File: src/rtl/systolic_seq_ctrl.sv
`timescale 1ns/1ps
// Sequencer for an N x N systolic MAC array: clears the cells, streams A columns and
// B rows out of the operand buffers, skews them onto the west/north edges, then freezes results.
module systolic_seq_ctrl #(
  parameter int N          = 4,
  parameter int DATA_WIDTH = 8,
  parameter int AW         = $clog2(N)
) (
  input  logic                  clk,
  input  logic                  rst,
  input  logic                  start,
  output logic                  busy,
  output logic                  done,
  output logic                  res_valid,
  output logic                  buf_rd_en,
  output logic [AW-1:0]         buf_addr,
  input  logic [N*DATA_WIDTH-1:0] a_col_data,
  input  logic [N*DATA_WIDTH-1:0] b_row_data,
  output logic [N*DATA_WIDTH-1:0] edge_a,
  output logic [N*DATA_WIDTH-1:0] edge_b,
  output logic                  arr_en,
  output logic                  arr_clr_n
);

  localparam int CW = $clog2(3 * N);
  localparam logic [CW-1:0] LAST_RUN = CW'(3 * N - 2);
  localparam logic [CW-1:0] NUM_RD   = CW'(N);

  typedef enum logic [1:0] {IDLE, CLEAR, RUN} state_t;

  state_t         state;
  logic [CW-1:0]  run_cnt;
  logic [CW-1:0]  run_cnt_inc;
  // vld_sr[s]: the buffer read port carried valid data s cycles ago
  logic [N-1:0]   vld_sr;

  assign run_cnt_inc = run_cnt + 1'b1;

  always_ff @(posedge clk or posedge rst) begin
    if (rst) begin
      state     <= IDLE;
      run_cnt   <= '0;
      busy      <= 1'b0;
      done      <= 1'b0;
      res_valid <= 1'b0;
      buf_rd_en <= 1'b0;
      buf_addr  <= '0;
      arr_en    <= 1'b0;
      arr_clr_n <= 1'b0;
    end else begin
      case (state)
        IDLE: begin
          done      <= 1'b0;
          arr_clr_n <= 1'b1;
          if (start) begin
            state     <= CLEAR;
            busy      <= 1'b1;
            res_valid <= 1'b0;
            arr_en    <= 1'b0;
            arr_clr_n <= 1'b0;
          end
        end
        CLEAR: begin
          state     <= RUN;
          run_cnt   <= '0;
          arr_clr_n <= 1'b1;
          arr_en    <= 1'b1;
          buf_rd_en <= 1'b1;
          buf_addr  <= '0;
        end
        RUN: begin
          run_cnt   <= run_cnt_inc;
          buf_rd_en <= (run_cnt_inc < NUM_RD);
          buf_addr  <= (run_cnt_inc < NUM_RD) ? AW'(run_cnt_inc) : '0;
          // arr_en stays high after done so the frozen sums keep adding a*0
          if (run_cnt == LAST_RUN) begin
            state     <= IDLE;
            busy      <= 1'b0;
            done      <= 1'b1;
            res_valid <= 1'b1;
          end
        end
        default: state <= IDLE;
      endcase
    end
  end

  always_ff @(posedge clk or posedge rst) begin
    if (rst) vld_sr <= '0;
    else     vld_sr <= {vld_sr[N-2:0], buf_rd_en};
  end

  genvar gi;
  generate
    for (gi = 0; gi < N; gi++) begin : g_lane
      if (gi == 0) begin : g_direct
        // lane 0 takes the buffer's registered read port directly, masked outside the burst
        assign edge_a[0 +: DATA_WIDTH] = vld_sr[0] ? a_col_data[0 +: DATA_WIDTH] : '0;
        assign edge_b[0 +: DATA_WIDTH] = vld_sr[0] ? b_row_data[0 +: DATA_WIDTH] : '0;
      end else begin : g_skew
        logic [DATA_WIDTH-1:0] a_sr [gi];
        logic [DATA_WIDTH-1:0] b_sr [gi];

        always_ff @(posedge clk or posedge rst) begin
          if (rst) begin
            for (int s = 0; s < gi; s++) begin
              a_sr[s] <= '0;
              b_sr[s] <= '0;
            end
          end else begin
            a_sr[0] <= a_col_data[gi*DATA_WIDTH +: DATA_WIDTH];
            b_sr[0] <= b_row_data[gi*DATA_WIDTH +: DATA_WIDTH];
            for (int s = 1; s < gi; s++) begin
              a_sr[s] <= a_sr[s-1];
              b_sr[s] <= b_sr[s-1];
            end
          end
        end

        assign edge_a[gi*DATA_WIDTH +: DATA_WIDTH] = vld_sr[gi] ? a_sr[gi-1] : '0;
        assign edge_b[gi*DATA_WIDTH +: DATA_WIDTH] = vld_sr[gi] ? b_sr[gi-1] : '0;
      end
    end
  endgenerate

endmodule

File: config.mk
export PLATFORM = sky130hd
export DESIGN_NAME = systolic_seq_ctrl
export DESIGN_NICKNAME = d
export VERILOG_FILES = /design/src/rtl/systolic_seq_ctrl.sv
export SDC_FILE = /design/constraint.sdc
export NUM_CORES = 1
export LEC_CHECK = 0
export ABC_AREA = 1
export BUFFER_PORTS_ARGS = -buffer_cell sky130_fd_sc_hd__buf_4
export CAP_MARGIN = 20
export CORE_MARGIN = 2
export CORE_UTILIZATION = 53
export CTS_BUF_LIST = sky130_fd_sc_hd__clkbuf_4 sky130_fd_sc_hd__clkbuf_8
export DETAILED_ROUTE_END_ITERATION = 8
export MAX_ROUTING_LAYER = met4
export PLACE_DENSITY = 0.85
export SYNTH_ARGS = -nofsm -noshare
export SYNTH_HDL_FRONTEND = slang
export SYNTH_SLANG_ARGS = --single-unit
File: constraint.sdc
create_clock -name clk -period 6.34 [get_ports clk]
set_input_delay 0.951 -clock clk [delete_from_list [all_inputs] [get_ports clk]]
set_output_delay 0.951 -clock clk [all_outputs]
set_load 0.005 [all_outputs]
==> results of run 1 <==
==> stage by stage <==
stage,setup slack (ps),utilization,area (µm²)
2_1_floorplan,2370,-,3720
3_3_place_gp,4060,0.713,4840
3_5_place_dp,4010,0.713,4840
4_1_cts,3940,0.776,5270
5_1_grt,3840,0.776,5270
6_report,3970,0.776,5270
==> flip-flops by register name, summed over array words and instances, names as in the netlist <==
signal,flops
g_lane.g_skew.a_sr,48
g_lane.g_skew.b_sr,48
run_cnt,4
done,1
busy,1
arr_en,1
buf_addr,2
vld_sr,4
state,2
buf_rd_en,1
res_valid,1
arr_clr_n,1
==> power by group <==
part | switching, mW | internal (mW) | total, mW | leakage, nW
Sequential | 0.0270 | 0.783 | 0.810 | 1.33
Combinational | 0.125 | 0.119 | 0.244 | 1.46
Clock | 0.282 | 0.437 | 0.719 | 0.209
==> final cells by class <==
cell class                      count  share of cell area
Timing Repair Buffer              139               0.198
Tap cell                           96              0.0228
Clock inverter                     13              0.0346
Multi-Input combinational cell    118               0.103
Inverter                           74              0.0531
Sequential cell                   114               0.541
Clock buffer                       19              0.0472
==> placed cells by master, fill, tap and decap left out <==
| master | n |
|---|---|
| o21bai_1 | 1 |
| xnor2_1 | 1 |
| buf_4 | 139 |
| clkbuf_4 | 2 |
| nor2_1 | 4 |
| nand4_1 | 2 |
| clkbuf_8 | 17 |
| inv_4 | 1 |
| a22o_1 | 1 |
| inv_6 | 2 |
| ha_1 | 5 |
| clkinvlp_4 | 4 |
| or2_2 | 1 |
| dfrtp_1 | 114 |
| xor2_1 | 1 |
| nand3_2 | 1 |
| inv_2 | 1 |
| nand3_1 | 6 |
| nand2_1 | 86 |
| or2_1 | 1 |
| bufinv_16 | 4 |
| o21ai_0 | 6 |
| inv_1 | 72 |
| clkinv_2 | 3 |
| a21oi_1 | 1 |
| nand2_4 | 1 |
==> critical path, cell delays in order (launching register included) <==
cell and delay, ps:
dfrtp_1 670, nand2_1 140, inv_1 90, buf_4 110
==> path summary, 6_finish.rpt <==
kind	start	slack [ps]	depth (start not counted)	end
min reg2reg	g_lane[3].g_skew.a_sr[20]	350	0	g_lane[3].g_skew.a_sr[12]
min in group asynchronous	rst	590	2	arr_en
max	vld_sr[2]	3970	3	edge_a[19]
min	g_lane[3].g_skew.a_sr[20]	350	0	g_lane[3].g_skew.a_sr[12]
max in group asynchronous	rst	4510	3	g_lane[2].g_skew.b_sr[7]
max reg2reg	state[0]	4930	5	arr_en
==> cell families (layout without fill, tap and decap cells) <==
group,after synthesis,after routing
simple gates,102,102
xor+xnor,2,2
fa+ha+maj,5,5
compound gates,9,9
buf+inv,83,245
flops,114,114
==> layer usage <==
layer	track usage	wire length [µm]	vias to the layer above
met5	-	0	-
met4	0.0713	84	0
met3	0.0829	546	8
met2	0.316	3680	104
met1	0.250	2900	1155
li1	-	-	1204
==> impl_metrics.env, run 1 <==
export IMPL_place_hpwl_um=4960
export IMPL_synth_top_area_share=0.766
export IMPL_syn_nets=387
export IMPL_synth_compound_area_share=0.0138
export IMPL_yosysWarnings=0
export IMPL_finalHoldWorstSlack_ps=346
export IMPL_startpoint_type="flip-flop"
export IMPL_cts_max_level=4
export IMPL_synth_xor_area_frac=0.00471
export IMPL_cts_buffers=17
export IMPL_dp_cells=541
export IMPL_finalHoldViolations=0
export IMPL_p_leak_nw=3.00
export IMPL_syn_area_um2=3720
export IMPL_cts_hold_fix_buffers=0
export IMPL_grt_pass1_wl_um=11200
export IMPL_grt_max_degree=74
export IMPL_drc=0
export IMPL_p_per_area_nw_per_um2=336
export IMPL_wl_um=7210
export IMPL_dr_pass1_iters=4
export IMPL_ant_nets=0
export IMPL_report_final_slew_viol_count=0
export IMPL_seqCellArea_um2=2850
export IMPL_fin_crit_ps=2370
export IMPL_postCtsSetupBuffers=0
export IMPL_fill_cells=443
export IMPL_synth_edf_count=0
export IMPL_cts_sinks=114
export IMPL_cts_resized=0
export IMPL_synth_main_ff_cell="dfrtp_1"
export IMPL_port_buffers=138
export IMPL_crit_fanout=17
export IMPL_fmax_mhz=422
export IMPL_wl_per_cell_um=12.6
export IMPL_outcome="completed"
export IMPL_grt_overflow=0
export IMPL_antenna_found_initial=0
export IMPL_post_synth_top_area_cell="dfrtp_1"
export IMPL_drive_gt1_frac=0.369
export IMPL_io_pins=139
export IMPL_endpoint_kind="output port"
export IMPL_hp_class="flip-flop to flip-flop"
export IMPL_initial_utilization=0.548
export IMPL_min_period_over_period=0.373
export IMPL_tightest_slew_ps=848
export IMPL_n_antenna_cell=0
export IMPL_finalClockSkew_ps=7.25
export IMPL_synthTopCellsByCount="dfrtp_1 (114), nand2_1 (86), inv_1 (73)"
export IMPL_chipWidth_um=87.8
export IMPL_clk_latency_ps=400
export IMPL_grt_usage=0.206
export IMPL_viasPerCell=4.31
export IMPL_coreArea_um2=6790
export IMPL_finalWeightedCongestion=0.795
export IMPL_synth_cell_types=21
export IMPL_muxShareOfSynthArea=0
export IMPL_synth_simple_area_share=0.111
export IMPL_final_nets=536
export IMPL_finalNonFillerCells=573
export IMPL_drt_iter0_markers=97
export IMPL_fp_row_count=30
export IMPL_finalSetupTns_ps=0
export IMPL_grt_pass1_vias=2420
export IMPL_yosys_top_cells_area="dfrtp_1 (77%), nand2_1 (8.7%), inv_1 (7.4%)"
export IMPL_vias=2471
export IMPL_required_ps=5390
export IMPL_synth_seq_cells=114
export IMPL_worstSetupPathType="flip-flop to output port"
export IMPL_vdd_ir_drop_worst_uv=264
export IMPL_maxCapViolCount=0
export IMPL_multiInputGateArea_um2=546
export IMPL_clockBufferDepth=2
export IMPL_cts_tree="built"
export IMPL_worst_ep_arrival_time_ps=1420
export IMPL_setup_viol=0
export IMPL_cts_root_buffer="clkbuf_8"
export IMPL_yosysMostFrequentCell="dfrtp_1"
export IMPL_clkSlewWorstSetupHoldPaths_ps=70
export IMPL_slew_headroom=0.435
export IMPL_area_growth_pct=41.7
export IMPL_seq_area_frac_synth=0.766
export IMPL_rsz0062_at_grt="no"
export IMPL_dieArea_um2=7710
export IMPL_synthArstFlopShare=1.00
export IMPL_fp_dieH_um=87.8
export IMPL_avgSynthCellArea_um2=11.8
export IMPL_synth_cells=315
export IMPL_synth_fa_ha_area_frac=0.0168
export IMPL_total_power_mw=1.77
export IMPL_synth_top_family_by_area="simple AND/OR/NAND/NOR gates"
(Power assumes the default switching activity.)
==> inputs of run 2 (changes only) <==
--- a/config.mk
+++ b/config.mk
@@ -9,11 +9,11 @@
 export BUFFER_PORTS_ARGS = -buffer_cell sky130_fd_sc_hd__buf_4
 export CAP_MARGIN = 20
 export CORE_MARGIN = 2
-export CORE_UTILIZATION = 53
+export CORE_UTILIZATION = 50
 export CTS_BUF_LIST = sky130_fd_sc_hd__clkbuf_4 sky130_fd_sc_hd__clkbuf_8
 export DETAILED_ROUTE_END_ITERATION = 8
 export MAX_ROUTING_LAYER = met4
-export PLACE_DENSITY = 0.85
+export PLACE_DENSITY = 0.81
 export SYNTH_ARGS = -nofsm -noshare
 export SYNTH_HDL_FRONTEND = slang
 export SYNTH_SLANG_ARGS = --single-unit
==> constraint.sdc (replaced) <==
create_clock -name clk -period 2.25 [get_ports clk]
set_input_delay 0.3375 -clock clk [delete_from_list [all_inputs] [get_ports clk]]
set_output_delay 0.3375 -clock clk [all_outputs]
set_load 0.005 [all_outputs]
==> impl_metrics.env, run 2 (synthesized netlist as in run 1, its figures left out) <==
export IMPL_initial_utilization=0.516
export IMPL_endpoint_kind="output port"
export IMPL_p_sw_mw=1.26
export IMPL_cts_max_level=4
export IMPL_n_antenna_cell=0
export IMPL_power_share_switching=0.254
export IMPL_viasPerCell=4.31
export IMPL_cts_buffers=17
export IMPL_io_pins=139
export IMPL_dr_pass1_iters=4
export IMPL_vdd_ir_drop_worst_uv=572
export IMPL_p_leak_nw=3.07
export IMPL_finalSetupTns_ps=0
export IMPL_final_nets=551
export IMPL_outcome="completed"
export IMPL_report_final_slew_viol_count=0
export IMPL_final_common_cell="buf_4"
export IMPL_setup_viol=0
export IMPL_finalClockSkew_ps=7.33
export IMPL_wl_um=6990
export IMPL_combPwrFrac=0.142
export IMPL_required_ps=1910
export IMPL_pwr_share_clk=0.398
export IMPL_grt_usage=0.192
export IMPL_worst_ep_arrival_time_ps=1390
export IMPL_cts_root_buffer="clkbuf_8"
export IMPL_cts_resized=0
export IMPL_startpoint_type="flip-flop"
export IMPL_seqPwrFrac=0.460
export IMPL_cts_sinks=114
export IMPL_vias=2547
export IMPL_most_common_layout_cells="buf_4 (138), dfrtp_1 (114), nand2_1 (86)"
export IMPL_finalHoldViolations=0
export IMPL_chipWidth_um=90.3
export IMPL_total_power_mw=4.96
export IMPL_ant_nets=0
export IMPL_coreArea_um2=7210
export IMPL_drt_iter0_markers=112
export IMPL_reg_top3="g_lane.g_skew.a_sr (48), g_lane.g_skew.b_sr (48)"
export IMPL_drive_gt1_frac=0.360
export IMPL_cts_tree="built"
export IMPL_fmax_mhz=579
export IMPL_finalWeightedCongestion=0.758
export IMPL_clk_latency_ps=410
export IMPL_tightest_slew_ps=623
export IMPL_place_hpwl_um=4860
export IMPL_hp_class="input port to asynchronous set/reset pin"
export IMPL_min_period_over_period=0.767
export IMPL_grt_pass1_vias=2636
export IMPL_rsz0062_at_grt="no"
export IMPL_antenna_found_initial=0
export IMPL_area_growth_pct=46.4
export IMPL_slew_headroom=0.584
export IMPL_worstSetupPathType="flip-flop to output port"
export IMPL_crit_fanout=17
export IMPL_grt_overflow=0
export IMPL_port_buffers=138
export IMPL_clockBufferDepth=2
export IMPL_p_per_area_nw_per_um2=910
export IMPL_clkSlewWorstSetupHoldPaths_ps=70
export IMPL_dieArea_um2=8150
export IMPL_wl_per_cell_um=11.8
export IMPL_p_int_mw=3.70
export IMPL_fp_dieH_um=90.3
export IMPL_postLayoutCoreUtil=0.755
export IMPL_grt_max_degree=56
export IMPL_fin_crit_ps=1730
export IMPL_grt_pass1_wl_um=11600
export IMPL_drc=0
export IMPL_fp_row_count=31
export IMPL_maxCapViolCount=0
-- run 2: cell count changes in the layout (fill, tap and decap cells not counted) --
cell,delta
dlygate4sd3_1,+14
clkbuf_4,-2
buf_4,-1
clkinvlp_4,+1
clkinv_2,-2
clkbuf_8,+1
buf_12,+2
inv_4,-1
inv_8,+1
clkinv_4,+3
bufinv_16,-1
-- run 2: worst max-delay path, cell delays in order (launching register included) --
cell     delay [ps]
dfrtp_1         650
nand2_1         140
inv_1            90
buf_4           100
-- run 2: layout make-up --
| cell class | count | area, µm² |
|---|---|---|
| timing repair buffer | 154 | 1220 |
| tap | 99 | 124 |
| inverter | 74 | 282 |
| clock inverter | 14 | 180 |
| fill | 486 | 1770 |
| sequential | 114 | 2850 |
| clock buffer | 18 | 248 |
| multi-input combinational | 118 | 546 |
-- run 2: what timing repair did --
| item | 4_1_cts | 5_1_grt |
|---|---|---|
| endpoints found under the hold margin | 0 | 14 |
| hold buffers | 0 | 14 |
| buffers inserted | 0 | 0 |
-- run 2: layer usage --
| layer | GRT usage | wire length (µm) |
|---|---|---|
| met2 | 0.303 | 3550 |
| met1 | 0.220 | 2770 |
| met5 | - | 0 |
| met4 | 0.0731 | 133 |
| met3 | 0.0818 | 532 |
-- run 2: stage by stage --
stage / setup WS, ps / instances / cell area (µm²) / hold slack, ps
global route: 306 / 591 / 5450 / 0.121
global placement: 929 / 545 / 4880 / 331
CTS: 489 / 577 / 5310 / 0.117
floorplan: 527 / 315 / 3730 / 331
detailed placement: 850 / 545 / 4880 / 335
finish: 524 / 591 / 5450 / 5.02
-- run 2: power groups by stage --
stage                     registers (mW)  clock network (mW)  logic, mW
after floorplan                     2.30                   0      0.369
after global placement              2.31                   0      0.660
after detailed placement            2.32                   0      0.690
after CTS                           2.28                2.03      0.692
after global routing                2.30                2.13      0.792
final                               2.28                1.98      0.702
-- run 2: final timing paths --
kind                                      startpoint                        end  slack (ps)  cells after the start
setup / recovery                           vld_sr[2]                 edge_a[18]         520                      3
hold / removal                                   rst                       busy           5                      2
setup reg to reg                            state[0]                   state[0]         830                      7
hold reg to reg            g_lane[2].g_skew.b_sr[11]   g_lane[2].g_skew.b_sr[3]         340                      0
max in group asynchronous                        rst  g_lane[3].g_skew.b_sr[17]        1560                      3
min in group clk                       b_row_data[9]   g_lane[1].g_skew.b_sr[1]          30                      1
==> inputs of run 3 (changes only) <==
--- a/config.mk
+++ b/config.mk
@@ -5,15 +5,15 @@
 export SDC_FILE = /design/constraint.sdc
 export NUM_CORES = 1
 export LEC_CHECK = 0
-export ABC_AREA = 1
+export ABC_AREA = 0
 export BUFFER_PORTS_ARGS = -buffer_cell sky130_fd_sc_hd__buf_4
 export CAP_MARGIN = 20
 export CORE_MARGIN = 2
-export CORE_UTILIZATION = 50
+export CORE_UTILIZATION = 45
 export CTS_BUF_LIST = sky130_fd_sc_hd__clkbuf_4 sky130_fd_sc_hd__clkbuf_8
 export DETAILED_ROUTE_END_ITERATION = 8
 export MAX_ROUTING_LAYER = met4
-export PLACE_DENSITY = 0.81
+export PLACE_DENSITY = 0.77
 export SYNTH_ARGS = -nofsm -noshare
 export SYNTH_HDL_FRONTEND = slang
 export SYNTH_SLANG_ARGS = --single-unit
==> constraint.sdc (replaced) <==
create_clock -name clk -period 1.46 [get_ports clk]
set_input_delay 0.219 -clock clk [delete_from_list [all_inputs] [get_ports clk]]
set_output_delay 0.219 -clock clk [all_outputs]
set_load 0.005 [all_outputs]
==> impl_metrics.env, run 3 <==
export IMPL_outcome="completed"
export IMPL_slowest_delay_ps=490
export IMPL_startpoint_type="flip-flop"
export IMPL_r2r_slack_ps=70
export IMPL_setup_viol=0
export IMPL_synth_edf_count=0
export IMPL_cts_max_level=4
export IMPL_grt_pass1_vias=2591
export IMPL_yosys_top_cells_area="dfrtp_1 (78%), and2_1 (11%), ha_1 (1.7%)"
export IMPL_crit_start="vld_sr[1]"
export IMPL_rsz0062_at_grt="yes"
export IMPL_min_period_over_period=0.986
export IMPL_required_ps=1240
export IMPL_vdd_ir_drop_worst_uv=1050
export IMPL_tightest_slew_ps=480
export IMPL_p_per_area_nw_per_um2=1360
export IMPL_wl_per_cell_um=14.0
export IMPL_finalWeightedCongestion=0.902
export IMPL_synth_seq_cells=114
export IMPL_fmax_mhz=694
export IMPL_report_final_slew_viol_count=0
export IMPL_synthTopCellsByCount="dfrtp_1 (114), and2_1 (64), inv_1 (9)"
export IMPL_path_cells="and2_1, buf_4"
export IMPL_seq_area_frac_synth=0.777
export IMPL_fp_dieH_um=94.4
export IMPL_grt_max_degree=76
export IMPL_reg_top3="g_lane.g_skew.a_sr (48), g_lane.g_skew.b_sr (48)"
export IMPL_critical_path_top_delay_family="flip-flops"
export IMPL_muxShareOfSynthArea=0.00886
export IMPL_cts_sinks=114
export IMPL_synth_compound_area_share=0.0399
export IMPL_area_growth_pct=59.5
export IMPL_grt_overflow=0
export IMPL_drc=0
export IMPL_worst_ep_arrival_time_ps=1220
export IMPL_cts_tree="built"
export IMPL_fin_crit_ps=1440
export IMPL_fp_row_count=32
export IMPL_cts_root_buffer="clkbuf_8"
export IMPL_crit_slowest_cell="dfrtp_2"
export IMPL_postLayoutCoreUtil=0.750
export IMPL_synth_fa_ha_area_frac=0.0170
export IMPL_hp_class="input port to flip-flop"
export IMPL_final_common_cell="buf_4"
export IMPL_drive_gt1_frac=0.420
export IMPL_antenna_found_initial=0
export IMPL_dieArea_um2=8900
export IMPL_drt_iter0_markers=56
export IMPL_clkSlewWorstSetupHoldPaths_ps=60
export IMPL_grt_usage=0.195
export IMPL_finalHoldWorstSlack_ps=151
export IMPL_coreArea_um2=7810
export IMPL_n_antenna_cell=0
export IMPL_avgSynthCellArea_um2=15.1
export IMPL_vias=2515
export IMPL_worst_path_buf_inv=1
export IMPL_finalHoldViolations=0
export IMPL_viasPerCell=4.42
export IMPL_yosysMostFrequentCell="dfrtp_1"
export IMPL_wl_um=7970
export IMPL_p_leak_nw=2.79
export IMPL_cts_buffers=17
export IMPL_synth_simple_area_share=0.142
export IMPL_clk_latency_ps=410
export IMPL_io_pins=139
export IMPL_slew_headroom=0.680
export IMPL_post_synth_top_area_cell="dfrtp_1"
export IMPL_maxCapViolCount=0
export IMPL_synth_top_family_by_area="simple AND/OR/NAND/NOR gates"
export IMPL_clockBufferDepth=2
export IMPL_ant_nets=0
export IMPL_endpoint_kind="output port"
export IMPL_crit_fanout=17
export IMPL_chipWidth_um=94.4
export IMPL_fill_cells=463
export IMPL_synth_top_area_share=0.777
export IMPL_initial_utilization=0.471
export IMPL_final_nets=527
export IMPL_yosysWarnings=0
export IMPL_place_hpwl_um=5050
export IMPL_dr_pass1_iters=4
export IMPL_hold_path_startpoint="start"
export IMPL_port_buffers=138
export IMPL_synth_cells=243
export IMPL_most_common_layout_cells="buf_4 (149), dfrtp_1 (110), and2_1 (64)"
export IMPL_synth_cell_types=30
export IMPL_synth_xor_area_frac=0
export IMPL_grt_pass1_wl_um=12600
export IMPL_syn_area_um2=3670
export IMPL_worstSetupPathType="flip-flop to output port"
export IMPL_synthArstFlopShare=1.00
export IMPL_r2r_start="run_cnt[0]"
export IMPL_syn_nets=315
export IMPL_synth_main_ff_cell="dfrtp_1"
export IMPL_finalClockSkew_ps=10.6
run 3: cell types whose count changed after synthesis, moves of 3 or more:
| cell | change |
|---|---|
| o21ai_0 | -3 |
| nand3b_1 | +3 |
| inv_1 | -64 |
| and2_1 | +64 |
| nand2_1 | -82 |
| a21oi_1 | +3 |
| nor2b_1 | +5 |
run 3: worst paths after layout:
check | to | depth (start not counted)
setup / recovery | edge_a[10] | 2
hold / removal | state[0] | 3
setup reg to reg | state[1] | 5
hold reg to reg | g_lane[3].g_skew.b_sr[15] | 0
max in group asynchronous | vld_sr[1] | 4
min in group asynchronous | g_lane[3].g_skew.a_sr[18] | 4
run 3: repair_timing:
action | in CTS | in global routing
resized for setup | 8 | 3
pin swaps | 1 | 0
endpoints found under the setup margin | 66 | 61
setup buffers | 0 | 3
endpoints found under the hold margin | 162 | 0
hold buffers | 49 | 0
run 3: worst register-to-register path: cells and delay by family, from the launching register on:
kind            cells  cell delay, ps
compound gates      1             190
fa+ha+maj           1             140
simple gates        1             120
flops               1             410
mux                 1             340
buf+inv             1              80
run 3: cells by family (layout without fill, tap and decap cells):
family | count (synthesis) | after routing
DFF | 114 | 114
and+or+nand+nor | 86 | 86
AOI/OAI and AO/OA | 20 | 20
buffers and inverters | 15 | 239
adders and majority gates | 5 | 5
muxes | 3 | 3
run 3: cell type report:
type | instances | area (µm²) | area share
clock buffer | 20 | 269 | 0.0459
clock inverter | 11 | 129 | 0.0220
inverter | 9 | 37.5 | 0.00641
multi-input combinational | 114 | 808 | 0.138
sequential | 114 | 2860 | 0.488
tap | 102 | 128 | 0.0218
timing repair buffer | 199 | 1630 | 0.278
run 3: routing by layer:
metal / GRT usage / up-vias / part of all wire
li1: - / 1210 / -
met1: 0.223 / 1189 / 0.40
met2: 0.323 / 109 / 0.53
met3: 0.0623 / 7 / 0.067
met4: 0.0785 / 0 / 0.0082
met5: - / - / 0
run 3: stage by stage:
| stage | setup WS [ps] | cells | instance area, µm² | total power, mW | setup TNS (ps) |
|---|---|---|---|---|---|
| 6_report | 19.9 | 569 | 5860 | 7.95 | 0 |
| 3_3_place_gp | 105 | 486 | 4900 | 4.84 | 0 |
| 4_1_cts | 1.17 | 566 | 5810 | 7.93 | 0 |
| 3_5_place_dp | -64.2 | 486 | 4900 | 4.90 | -102 |
| 2_1_floorplan | -144 | 243 | 3680 | 4.21 | -16460 |
| 5_1_grt | -43.1 | 569 | 5860 | 8.37 | -1000 |
run 3: where the power goes:
part | switching (mW) | total [mW] | internal, mW
sequential | 0.125 | 3.54 | 3.41
combinational | 0.689 | 1.57 | 0.878
clock | 1.22 | 2.85 | 1.63
total | 2.03 | 7.95 | 5.92
